<file path="config.mk">
export PLATFORM = sky130hd
export DESIGN_NAME = idp_sequencer_flat
export DESIGN_NICKNAME = d
export VERILOG_FILES = /design/src/rtl/idp_pkg.sv /design/src/rtl/idp_sequencer_if.sv /design/src/rtl/idp_ir_decode.sv /design/src/rtl/idp_sequencer.sv /design/src/flat_wrapper.sv
export SDC_FILE = /design/constraint.sdc
export NUM_CORES = 1
export LEC_CHECK = 0
export ABC_AREA = 1
export CAP_MARGIN = 20
export CORE_MARGIN = 2
export CORE_UTILIZATION = 53
export CTS_CLUSTER_DIAMETER = 40
export DETAILED_ROUTE_END_ITERATION = 8
export PLACE_DENSITY = 0.82
export RECOVER_POWER = 50
export SLEW_MARGIN = 10
export SYNTH_ARGS = -nofsm -noshare
export SYNTH_HDL_FRONTEND = slang
export SYNTH_HIERARCHICAL = 1
export SYNTH_SLANG_ARGS = --single-unit
</file>
<file path="constraint.sdc">
create_clock -name clk -period 3.1 [get_ports clk]
set_input_delay 0.465 -clock clk [delete_from_list [all_inputs] [get_ports clk]]
set_output_delay 0.465 -clock clk [all_outputs]
set_load 0.02 [all_outputs]
</file>
<file path="src/rtl/idp_pkg.sv">
// Shared types and constants for the integer data path sequencer.
// Optional overlap of WRITE with the next accept is enabled by IDP_SEQ_OVERLAP_EN.
package idp_pkg;

  typedef enum logic [1:0] {
    ST_IDLE    = 2'd0,
    ST_DECODE  = 2'd1,
    ST_EXECUTE = 2'd2,
    ST_WRITE   = 2'd3
  } idp_state_e;

  // Instruction word field positions (LSB of each field)
  localparam int OP_LSB   = 27;
  localparam int WA_LSB   = 22;
  localparam int RA_LSB   = 17;
  localparam int SA_LSB   = 12;
  localparam int SSEL_LSB = 10;
  localparam int YSEL_BIT = 9;
  localparam int BSEL_LSB = 5;
  localparam int SAMT_LSB = 0;

  localparam logic [4:0] NOP_OP_DEF   = 5'h1F;
  localparam logic [3:0] FLAG_RST_DEF = 4'b0000;

  // Bit positions inside the {C,N,Z,V} status register
  localparam int FLG_C = 3;
  localparam int FLG_N = 2;
  localparam int FLG_Z = 1;
  localparam int FLG_V = 0;

  typedef struct packed {
    logic [4:0] alu_op;
    logic [4:0] w_addr;
    logic [4:0] r_addr;
    logic [4:0] s_addr;
    logic [1:0] s_sel;
    logic       y_sel;
    logic [3:0] b_sel;
    logic [4:0] samt;
  } idp_ctrl_t;

endpackage

</file>
<file path="src/rtl/idp_sequencer_if.sv">
// Instruction handshake, flag inputs and control outputs of the sequencer.
interface idp_sequencer_if;
  logic        ir_valid;
  logic [31:0] ir;
  logic        ir_ready;
  logic        C, N, Z, V;
  logic        W_En;
  logic [4:0]  W_Addr, R_Addr, S_Addr;
  logic [4:0]  ALU_Op;
  logic [1:0]  S_Sel;
  logic        Y_Sel;
  logic [3:0]  B_Sel;
  logic [4:0]  samt;
  logic [3:0]  flags;
  logic        done;

  modport master (
    output ir_valid, ir, C, N, Z, V,
    input  ir_ready, W_En, W_Addr, R_Addr, S_Addr, ALU_Op, S_Sel, Y_Sel,
           B_Sel, samt, flags, done
  );

  modport slave (
    input  ir_valid, ir, C, N, Z, V,
    output ir_ready, W_En, W_Addr, R_Addr, S_Addr, ALU_Op, S_Sel, Y_Sel,
           B_Sel, samt, flags, done
  );
endinterface

</file>
<file path="src/rtl/idp_ir_decode.sv">
// Combinational splitter from the 32-bit instruction word to control fields.
module idp_ir_decode
  import idp_pkg::*;
(
  input  logic [31:0] i_ir,
  output idp_ctrl_t   o_ctrl
);
  assign o_ctrl.alu_op = i_ir[OP_LSB   +: 5];
  assign o_ctrl.w_addr = i_ir[WA_LSB   +: 5];
  assign o_ctrl.r_addr = i_ir[RA_LSB   +: 5];
  assign o_ctrl.s_addr = i_ir[SA_LSB   +: 5];
  assign o_ctrl.s_sel  = i_ir[SSEL_LSB +: 2];
  assign o_ctrl.y_sel  = i_ir[YSEL_BIT];
  assign o_ctrl.b_sel  = i_ir[BSEL_LSB +: 4];
  assign o_ctrl.samt   = i_ir[SAMT_LSB +: 5];
endmodule

</file>
<file path="src/rtl/idp_sequencer.sv">
// DECODE/EXECUTE/WRITE sequencer feeding the integer data path; all outputs registered.
// Define IDP_SEQ_OVERLAP_EN to accept the next word during WRITE (3-cycle throughput).
module idp_sequencer
  import idp_pkg::*;
#(
  parameter logic [4:0] NOP_OP   = NOP_OP_DEF,
  parameter logic [3:0] FLAG_RST = FLAG_RST_DEF
) (
  input logic            clk,
  input logic            reset,
  idp_sequencer_if.slave bus
);

  idp_state_e  r_state;
  logic [31:0] r_ir;
  logic        w_accept;
  logic [31:0] w_word;
  idp_ctrl_t   w_ctrl;

  // Handshakes only happen in IDLE (or WRITE with overlap); otherwise decode the held word.
  assign w_accept = bus.ir_valid && bus.ir_ready;
  assign w_word   = w_accept ? bus.ir : r_ir;

  idp_ir_decode u_dec (
    .i_ir   (w_word),
    .o_ctrl (w_ctrl)
  );

  always_ff @(posedge clk) begin
    if (reset) begin
      r_state      <= ST_IDLE;
      r_ir         <= '0;
      bus.ir_ready <= 1'b1;
      bus.W_En     <= 1'b0;
      bus.done     <= 1'b0;
      bus.W_Addr   <= '0;
      bus.R_Addr   <= '0;
      bus.S_Addr   <= '0;
      bus.ALU_Op   <= '0;
      bus.S_Sel    <= '0;
      bus.Y_Sel    <= 1'b0;
      bus.B_Sel    <= '0;
      bus.samt     <= '0;
      bus.flags    <= FLAG_RST;
    end else begin
      bus.W_En <= 1'b0;
      bus.done <= 1'b0;
      case (r_state)
        ST_IDLE: begin
        end
        ST_DECODE: begin
          if (w_ctrl.alu_op == NOP_OP) begin
            bus.done     <= 1'b1;
            bus.ir_ready <= 1'b1;
            r_state      <= ST_IDLE;
          end else begin
            bus.ALU_Op <= w_ctrl.alu_op;
            bus.S_Sel  <= w_ctrl.s_sel;
            bus.Y_Sel  <= w_ctrl.y_sel;
            bus.B_Sel  <= w_ctrl.b_sel;
            bus.samt   <= w_ctrl.samt;
            r_state    <= ST_EXECUTE;
          end
        end
        ST_EXECUTE: begin
          bus.W_En <= 1'b1;
          r_state  <= ST_WRITE;
`ifdef IDP_SEQ_OVERLAP_EN
          bus.ir_ready <= 1'b1;
`else
          bus.ir_ready <= 1'b0;
`endif
        end
        ST_WRITE: begin
          bus.flags[FLG_C] <= bus.C;
          bus.flags[FLG_N] <= bus.N;
          bus.flags[FLG_Z] <= bus.Z;
          bus.flags[FLG_V] <= bus.V;
          bus.done         <= 1'b1;
          bus.ir_ready     <= 1'b1;
          r_state          <= ST_IDLE;
        end
        default: begin
          bus.ir_ready <= 1'b1;
          r_state      <= ST_IDLE;
        end
      endcase

      // A new word overrides the state update above and loads its addresses immediately.
      if (w_accept) begin
        r_ir         <= bus.ir;
        bus.ir_ready <= 1'b0;
        bus.W_Addr   <= w_ctrl.w_addr;
        bus.R_Addr   <= w_ctrl.r_addr;
        bus.S_Addr   <= w_ctrl.s_addr;
        r_state      <= ST_DECODE;
      end
    end
  end

endmodule

</file>
<file path="src/flat_wrapper.sv">
// flat-port wrapper written by rule: the top's interface ports become plain ports
module idp_sequencer_flat import idp_pkg::*;
#(
  parameter logic [4:0] NOP_OP   = NOP_OP_DEF,
  parameter logic [3:0] FLAG_RST = FLAG_RST_DEF
)
  (clk, reset, bus_ir_valid, bus_ir, bus_C, bus_N, bus_Z, bus_V, bus_ir_ready, bus_W_En, bus_W_Addr, bus_R_Addr, bus_S_Addr, bus_ALU_Op, bus_S_Sel, bus_Y_Sel, bus_B_Sel, bus_samt, bus_flags, bus_done);
  idp_sequencer_if bus_i ();
  input logic clk;
  input logic reset;
  input wire logic [$bits(bus_i.ir_valid)-1:0] bus_ir_valid;
  input wire logic [$bits(bus_i.ir)-1:0] bus_ir;
  input wire logic [$bits(bus_i.C)-1:0] bus_C;
  input wire logic [$bits(bus_i.N)-1:0] bus_N;
  input wire logic [$bits(bus_i.Z)-1:0] bus_Z;
  input wire logic [$bits(bus_i.V)-1:0] bus_V;
  output wire logic [$bits(bus_i.ir_ready)-1:0] bus_ir_ready;
  output wire logic [$bits(bus_i.W_En)-1:0] bus_W_En;
  output wire logic [$bits(bus_i.W_Addr)-1:0] bus_W_Addr;
  output wire logic [$bits(bus_i.R_Addr)-1:0] bus_R_Addr;
  output wire logic [$bits(bus_i.S_Addr)-1:0] bus_S_Addr;
  output wire logic [$bits(bus_i.ALU_Op)-1:0] bus_ALU_Op;
  output wire logic [$bits(bus_i.S_Sel)-1:0] bus_S_Sel;
  output wire logic [$bits(bus_i.Y_Sel)-1:0] bus_Y_Sel;
  output wire logic [$bits(bus_i.B_Sel)-1:0] bus_B_Sel;
  output wire logic [$bits(bus_i.samt)-1:0] bus_samt;
  output wire logic [$bits(bus_i.flags)-1:0] bus_flags;
  output wire logic [$bits(bus_i.done)-1:0] bus_done;
  assign bus_i.ir_valid = bus_ir_valid;
  assign bus_i.ir = bus_ir;
  assign bus_i.C = bus_C;
  assign bus_i.N = bus_N;
  assign bus_i.Z = bus_Z;
  assign bus_i.V = bus_V;
  assign bus_ir_ready = bus_i.ir_ready;
  assign bus_W_En = bus_i.W_En;
  assign bus_W_Addr = bus_i.W_Addr;
  assign bus_R_Addr = bus_i.R_Addr;
  assign bus_S_Addr = bus_i.S_Addr;
  assign bus_ALU_Op = bus_i.ALU_Op;
  assign bus_S_Sel = bus_i.S_Sel;
  assign bus_Y_Sel = bus_i.Y_Sel;
  assign bus_B_Sel = bus_i.B_Sel;
  assign bus_samt = bus_i.samt;
  assign bus_flags = bus_i.flags;
  assign bus_done = bus_i.done;
  idp_sequencer #(.NOP_OP(NOP_OP), .FLAG_RST(FLAG_RST)) u_core (.clk(clk), .reset(reset), .bus(bus_i));
endmodule
</file>
==> metrics.md, run 1 <==
| Metric | Value |
|---|---|
| Area grow syn2layout | `19.98%` |
| # Post-CTS Setup Buffers | `0` |
| Proportion of layout cells with a drive suffix above 1 | `0.1441` |
| Synthesis-stage register bit count | `73` |
| Post-DRT Antenna Nets | `0` |
| Crit path capture type | `flop` |
| Core Footprint | `0.005956 mm²` |
| Hold WS | `between 0.4 and 0.5 ns` |
| Post-Route Utilization | `0.6622` |
| Initial Util | `0.5519` |
| Clock Pin Slew Worst Setup and Hold Paths | `about 0.07 ns` |
| Status | `finished with violations` |
| Hold-critical path depth | `2` |
| First-pass GRT wire length | `between 10000 and 15000 µm` |
| Buf/Inv on CP | `2` |
| Switching Share | `0.3691` |
| Crit path DAT | `2.32 ns` |
| CP Depth | `3` |
| Crit-path max FO | `34` |
| Worst r2r path cells | `12` |
| Unique cell type count in the Yosys netlist | `23` |
| Cell internal pwr | `roughly 0.0021 W` |
| Yosys warnings | `6` |
| Post-synth EDFFs | `0` |
| Period utilization | `0.6957` |
| Layout Cell Area excl Fill | `approximately 0.0039 mm²` |
| Switch Pwr | `0.001226 W` |
| Worst vdd ir | `0.3757 mV` |
| Fill cells | `536` |
| Max Fclk | `roughly 0.46 GHz` |
| TritonCTS Buffers | `9` |
| Max-cap violations | `1` |
| Area leader, netlist | `dfxtp_1` |
| Vias per std cell | `4.811` |
| Hold-fix buffers, CTS | `0` |
| Fraction of the yosys area taken by sequential cells | `0.4446` |
| Max-slew violations | `35` |
| Worst hold start | `u_core/bus.W_Addr[3]$_SDFFE_PP0P_` |
| Cell Pwr Density | `842.1 mW/mm²` |
| Post-CTS Resized | `0` |
| Crit path cell chain | `dlygate4sd3_1 > clkbuf_1 > nor2_1` |
| Fin nets | `485` |
| DRC Markers | `0` |
| Worst slew pin tran | `1.572 ns` |
| Die Width | `between 80 and 90 µm` |
| Routability cong. | `0.8058` |
| Worst r2r src | `u_core/bus.ir_ready$_SDFFE_PP1P_` |
| Initial antenna violation count | `0` |
| Commonest cells post-synth | `nor2_1 (99), dfxtp_1 (73), inv_1 (37)` |
| Share of the synthesized area in the top cell type | `0.4446` |
| Post-Syn Nets | `445` |
| Placed cell area | `0.003785 mm²` |
| Dominant synthesized flop cell | `dfxtp_1` |
| Total congestion overflow | `0` |
| Worst EP required | `3.26 ns` |
| Failing checks | `max-capacitance violations, max-slew violations` |
| IO Pins | `78` |
| Most numerous cell in the Yosys netlist | `nor2_1` |
| Die height | `82.75 µm` |
| Clk pwr share | `0.193` |
| Reg-to-reg critical path endpoint | `u_core/bus.samt[3]$_SDFFE_PP0P_` |
| Total detailed-routing wirelength | `6264 µm` |
| CTS tree | `yes` |
| R2R setup slack | `1.16 ns` |
| Clk buf depth | `2` |
| Port Buffers | `77` |
| CP max stage cell | `clkbuf_1` |
| Worst hold path type | `reg -> reg` |
| HPWL Detailed | `~4200 µm` |
| Leakage | `1.782 nW` |
| Endpoints failing setup | `0` |
| Post-Synthesis Cells | `about 400` |
| Clk_lat worst skew | `0.33 ns` |
| Family of cells with the greatest summed delay on the critical path | `buffers and inverters` |
| Die area | `0.006848 mm²` |
| Worst Hold Endpoint | `u_core/bus.W_Addr[3]$_SDFFE_PP0P_` |
| Initial drt markers | `148` |
| TritonRoute pass-1 iters | `6` |
| Vias in the first global route | `2248` |
| Minimum clock period | `2.157 ns` |
| Synth async-reset ratio | `0` |
| Rows | `28` |
| CTS Root Cell | `clkbuf_8` |
| Total GRT Usage | `0.1956` |
| Pin count of the biggest net entering global routing | `40` |
| WL per Instance | `12.07 µm` |
| RSZ-0062 raised after global routing | `no` |
| Sink Count | `73` |
| Critical path type | `in -> reg` |
| Post-Syn Area per Cell | `between 8 and 9 µm²` |
| Setup TNS | `0 ns` |
| Final hold violation count | `0` |
| Final setup skew | `0.004721 ns` |
| Power share of the sequential group | `0.392` |
| Combinational group share of total power | `0.414` |
| Number of antenna diodes | `0` |
| Via count | `between 2000 and 2500` |
| Main area contributors after synthesis | `dfxtp_1 (44%), nor2_1 (11%), o21ai_2 (8.5%)` |
| Startpoint Class | `input port` |
| Worst rel slew slack | `-0.04771` |
| CP max stage delay | `1.15 ns` |
| Post-synthesis cell area | `approximately 0.0033 mm²` |
| H-tree levels | `3` |
area by class of cell:
cell class / count / area [µm²] / area share
Tap cell: 75 / 93.84 / 0.02379
Multi-Input combinational cell: 234 / 1269 / 0.3217
Clock buffer: 14 / 162.7 / 0.04124
Timing Repair Buffer: 81 / 797.0 / 0.2021
Sequential cell: 73 / 1461 / 0.3706
Inverter: 42 / 160.2 / 0.04061
registers in the layout, summed over array words and instances (netlist names):
signal	flops
u_core/bus.flags	4
u_core/bus.ir_ready	1
u_core/bus.R_Addr	5
u_core/bus.Y_Sel	1
u_core/bus.B_Sel	4
u_core/r_state	2
u_core/bus.samt	5
u_core/r_ir	32
u_core/bus.W_Addr	5
u_core/bus.ALU_Op	5
u_core/bus.done	1
u_core/bus.W_En	1
u_core/bus.S_Addr	5
u_core/bus.S_Sel	2
logic make-up (layout without fill, tap and decap cells):
family,Yosys count,after routing,synth area share
AO/OA/AOI/OAI,73,73,0.1477
flip-flops,73,73,0.4446
AND/OR/NAND/NOR,156,156,0.2193
buffers and inverters,94,137,0.1694
adder cells (fa/ha/maj),5,5,0.01903
tightest hold or removal path, stage by stage (launching register included):
cell	delay (ns)
dfxtp_1	0.32
nor2_1	0.04
nor2_1	0.08
how the worst max path moves through the flow:
| stage | start | endpoint | slack, ns |
|---|---|---|---|
| floorplan | bus_ir_valid | u_core/bus.B_Sel[3]$_SDFFE_PP0P_ | 1.21 |
| CTS | bus_ir_valid | u_core/bus.samt[3]$_SDFFE_PP0P_ | 0.95 |
| global placement | bus_ir_valid | u_core/bus.B_Sel[1]$_SDFFE_PP0P_ | 0.65 |
| global route | reset | u_core/r_ir[9]$_SDFF_PP0_ | 0.73 |
| finish | reset | u_core/r_ir[0]$_SDFF_PP0_ | 0.94 |
| detailed placement | bus_ir_valid | u_core/bus.samt[3]$_SDFFE_PP0P_ | 0.60 |
power groups by stage:
stage	logic [W]	registers, W	clock network (W)
2_1_floorplan	0.000950	0.00149	0
3_3_place_gp	0.00136	0.00132	0
3_5_place_dp	0.00139	0.00133	0
4_1_cts	0.00140	0.00131	0.000661
5_1_grt	0.00153	0.00133	0.000695
6_report	0.00138	0.00130	0.000642
placed cells by master (no fill, tap or decap):
master and instances:
o21ai_2 32, clkbuf_8 11, nand3_1 4, o21ai_1 7, inv_2 3, dlygate4sd3_1 18, or2_1 32, inv_1 38
nor2_1 99, dfxtp_1 73, nand2_4 2, inv_4 1, buf_4 3, nand2_2 1, ha_1 5, nand2_1 7
clkdlybuf4s50_1 59, a21oi_1 3, nor2_2 10, o21ai_0 31, clkbuf_1 4, nor2_4 1
routing by layer:
metal,routed length [µm],track usage,share of wire,vias up
met4,129,0.1000,0.021,0
met2,3131,0.3363,0.50,63
li1,-,-,-,1278
met5,0,0,0,-
met3,283,0.03913,0.045,12
met1,2719,0.2302,0.43,1144
stage by stage:
step,worst slack (ns),cells,total power (W)
after floorplan,1.210,401,0.002437
after global placement,0.6515,505,0.002678
after detailed placement,0.6015,505,0.002718
after CTS,0.9513,519,0.003371
after global routing,0.7291,519,0.003557
final,0.9433,519,0.003321
No activity file was read; power rests on OpenSTA's default activity.
==> run 2: changes to the inputs <==
Settings changed: CORE_UTILIZATION 53 to 45, PLACE_DENSITY 0.82 to 0.74.
Clock period 3.1 ns to 1.75 ns, I/O delays scaled along.
==> run 2 against run 1 <==
Against the previous run:
- clock power increased by 70%
- die area increased by 17%
- largest power group unchanged
- critical path depth increased by 10
- sequential share of layout area decreased by 2.2 points
- critical endpoint is now u_core/bus.B_Sel[1]$_SDFFE_PP0P_
- the run now ends clean
- clock skew increased by 0.0038 ns
==> metrics.md, run 2 (synthesis gave the netlist of run 1 again) <==
| Metric | Value |
|---|---|
| Max-cap violations | `0 (was 1)` |
| Commonest non-fill, non-tap cell in the layout | `nor2_1 (unchanged)` |
| CP most frequent cell | `nand2_4` |
| Die Width | `89.47 µm (was 82.75 µm)` |
| Initial drt markers | `106 (was 148)` |
| Max Fclk | `0.6046 GHz` |
| Placement Setup Slack | `-0.2448 ns (was 0.6015 ns)` |
| CTS Root Cell | `clkbuf_8 (unchanged)` |
| Crit path DAT | `1.88 ns (was 2.32 ns)` |
| Initial antenna violation count | `0 (unchanged)` |
| Crit path capture type | `flop (unchanged)` |
| Critical path type | `in -> reg (unchanged)` |
| Vias per std cell | `4.440 (was 4.811)` |
| Core Footprint | `0.007176 mm² (was 0.005956 mm²)` |
| Worst EP required | `1.98 ns (was 3.26 ns)` |
| Max-slew violations | `0 (was 35)` |
| Crit-path max FO | `8 (was 34)` |
| Placed insts | `561 (was 505)` |
| Clock Pin Slew Worst Setup and Hold Paths | `0.07 ns (about the same)` |
| Vias in the first global route | `2389 (was 2248)` |
| Top reg by flops | `u_core/r_ir (unchanged)` |
| CP max stage delay | `0.44 ns (was 1.15 ns)` |
| RSZ-0062 raised after global routing | `yes (was no)` |
| Total congestion overflow | `0 (unchanged)` |
| Crit path cell chain | `clkdlybuf4s50_1 > nand2_4 > inv_2 > or2_1 > o21ai_2 > inv_1 > nand2_1 > inv_2 > nand2_4 > nand2_4 > buf_12 > o21ai_0 > nor2_1 (was dlygate4sd3_1 > clkbuf_1 > nor2_1)` |
| Setup ws final | `0.09597 ns (was 0.9433 ns)` |
| Endpoints failing setup | `0 (unchanged)` |
| Port Buffers | `77 (unchanged)` |
| Clk buf depth | `2 (unchanged)` |
| Number of antenna diodes | `0 (unchanged)` |
| Minimum clock period | `1.654 ns` |
| Routability cong. | `0.8163 (was 0.8058)` |
| Crit path from | `bus_ir_valid (was reset)` |
| Die area | `0.008004 mm² (was 0.006848 mm²)` |
| Leakage | `1.872 nW (was 1.782 nW)` |
| Fin cells | `577 (was 519)` |
| Worst hold path type | `reg -> reg (unchanged)` |
| CP max stage cell | `clkdlybuf4s50_1 (was clkbuf_1)` |
| Die height | `89.47 µm (was 82.75 µm)` |
| Via count | `2562 (was 2497)` |
| H-tree levels | `3 (unchanged)` |
| Worst hold start | `u_core/bus.R_Addr[1]$_SDFFE_PP0P_ (was u_core/bus.W_Addr[3]$_SDFFE_PP0P_)` |
| CTS tree | `yes (unchanged)` |
| Rows | `31 (was 28)` |
| Period utilization | `0.9452` |
| Cell Pwr Density | `1466 mW/mm² (was 842.1 mW/mm²)` |
| Area grow syn2layout | `27.86% (was 19.98%)` |
| Clk_lat worst skew | `0.34 ns (was 0.33 ns)` |
| Sink Count | `73 (unchanged)` |
| WL per Instance | `11.47 µm (was 12.07 µm)` |
| Worst rel slew slack | `0.7756 (was -0.04771)` |
| Status | `finished clean (was finished with violations)` |
| Initial Util | `0.4581 (was 0.5519)` |
| Worst vdd ir | `0.5110 mV (was 0.3757 mV)` |
| Post-DRT Antenna Nets | `0 (unchanged)` |
| Fill cells | `682 (was 536)` |
| Fin nets | `517 (was 485)` |
| TritonRoute pass-1 iters | `4 (was 6)` |
| Pin count of the biggest net entering global routing | `35 (was 40)` |
| # Post-CTS Setup Buffers | `0 (unchanged)` |
| Final hold violation count | `0 (unchanged)` |
| Total detailed-routing wirelength | `6618 µm (was 6264 µm)` |
| Most frequent cells in the layout | `nor2_1 (99), clkdlybuf4s50_1 (77), dfxtp_1 (72) (was nor2_1 (99), dfxtp_1 (73), clkdlybuf4s50_1 (59))` |
| Total GRT Usage | `0.1743 (was 0.1956)` |
| First-pass GRT wire length | `10670 µm (was 10050 µm)` |
| DRC Markers | `0 (unchanged)` |
| IO Pins | `78 (unchanged)` |
| TritonCTS Buffers | `9 (unchanged)` |
| Proportion of layout cells with a drive suffix above 1 | `0.1820 (was 0.1441)` |
| Startpoint Class | `input port (unchanged)` |
| HPWL Detailed | `4781 µm (was 4243 µm)` |
| Worst slew pin tran | `0.3366 ns (was 1.572 ns)` |
| Worst r2r src | `u_core/bus.ir_ready$_SDFFE_PP1P_ (unchanged)` |
| Final setup skew | `0.008474 ns (was 0.004721 ns)` |
| Max reg flops | `32 (unchanged)` |
## run 2: cell types whose count changed in the layout (fill, tap and decap cells not counted), sizes merged
cell and delta:
dlygate4sd3 -18, clkdlybuf4s50 +18, clkbuf -1, clkinv +4, buf +31
## run 2: metal layers
layer  GRT usage  vias to the layer above  part of all wire
li1            -                     1344                 -
met1      0.2112                     1159              0.46
met2      0.2936                       51              0.48
met3     0.04247                        8             0.042
met4     0.07598                        0             0.016
met5           0                        -                 0
## run 2: path summary, 6_finish.rpt
path | to | slack [ns] | depth (start not counted)
min | u_core/bus.R_Addr[1]$_SDFFE_PP0P_ | 0.48 | 2
max | u_core/bus.B_Sel[1]$_SDFFE_PP0P_ | 0.1 | 13
min reg2reg | u_core/bus.R_Addr[1]$_SDFFE_PP0P_ | 0.48 | 2
max reg2reg | u_core/bus.B_Sel[1]$_SDFFE_PP0P_ | 0.12 | 12
## run 2: report_power, final
group          internal (W)  switching (W)  total, W
Clock              0.000507       0.000582   0.00109
Combinational       0.00133        0.00143   0.00276
Sequential          0.00209       0.000219   0.00231
## run 2: layout make-up
class / instances / area [µm²] / share of cell area
clock buffer: 12 / 135.1 / 0.03215
timing repair buffer: 113 / 1079 / 0.2566
inverter: 42 / 160.2 / 0.03811
multi-input combinational: 234 / 1220 / 0.2903
sequential: 73 / 1465 / 0.3486
clock inverter: 4 / 20.02 / 0.004763
tap: 99 / 123.9 / 0.02947
## run 2: metrics by stage
step	util	power, W	cell area [µm²]	TNS, ns	hold WS, ns
global placement	0.5719	0.005129	4104	-3.314	0.4623
finish	0.5857	0.006162	4203	0	0.4805
detailed placement	0.5719	0.005205	4104	-4.437	0.4690
global route	0.5857	0.006619	4203	-0.1312	0.5093
floorplan	-	0.004332	3298	0	0.3974
CTS	0.5935	0.006317	4259	0	0.4866
## run 2: timing repair
| item | in CTS | in global routing |
|---|---|---|
| hold buffers | 0 | 0 |
| endpoints found under the setup margin | 0 | 9 |
| resized for setup | 0 | 1 |
## run 2: critical path, delay by kind of cell
kind,cells,cell delay [ns]
AO/OA/AOI/OAI,2,0.22
buffers and inverters,5,0.79
AND/OR/NAND/NOR,6,0.59
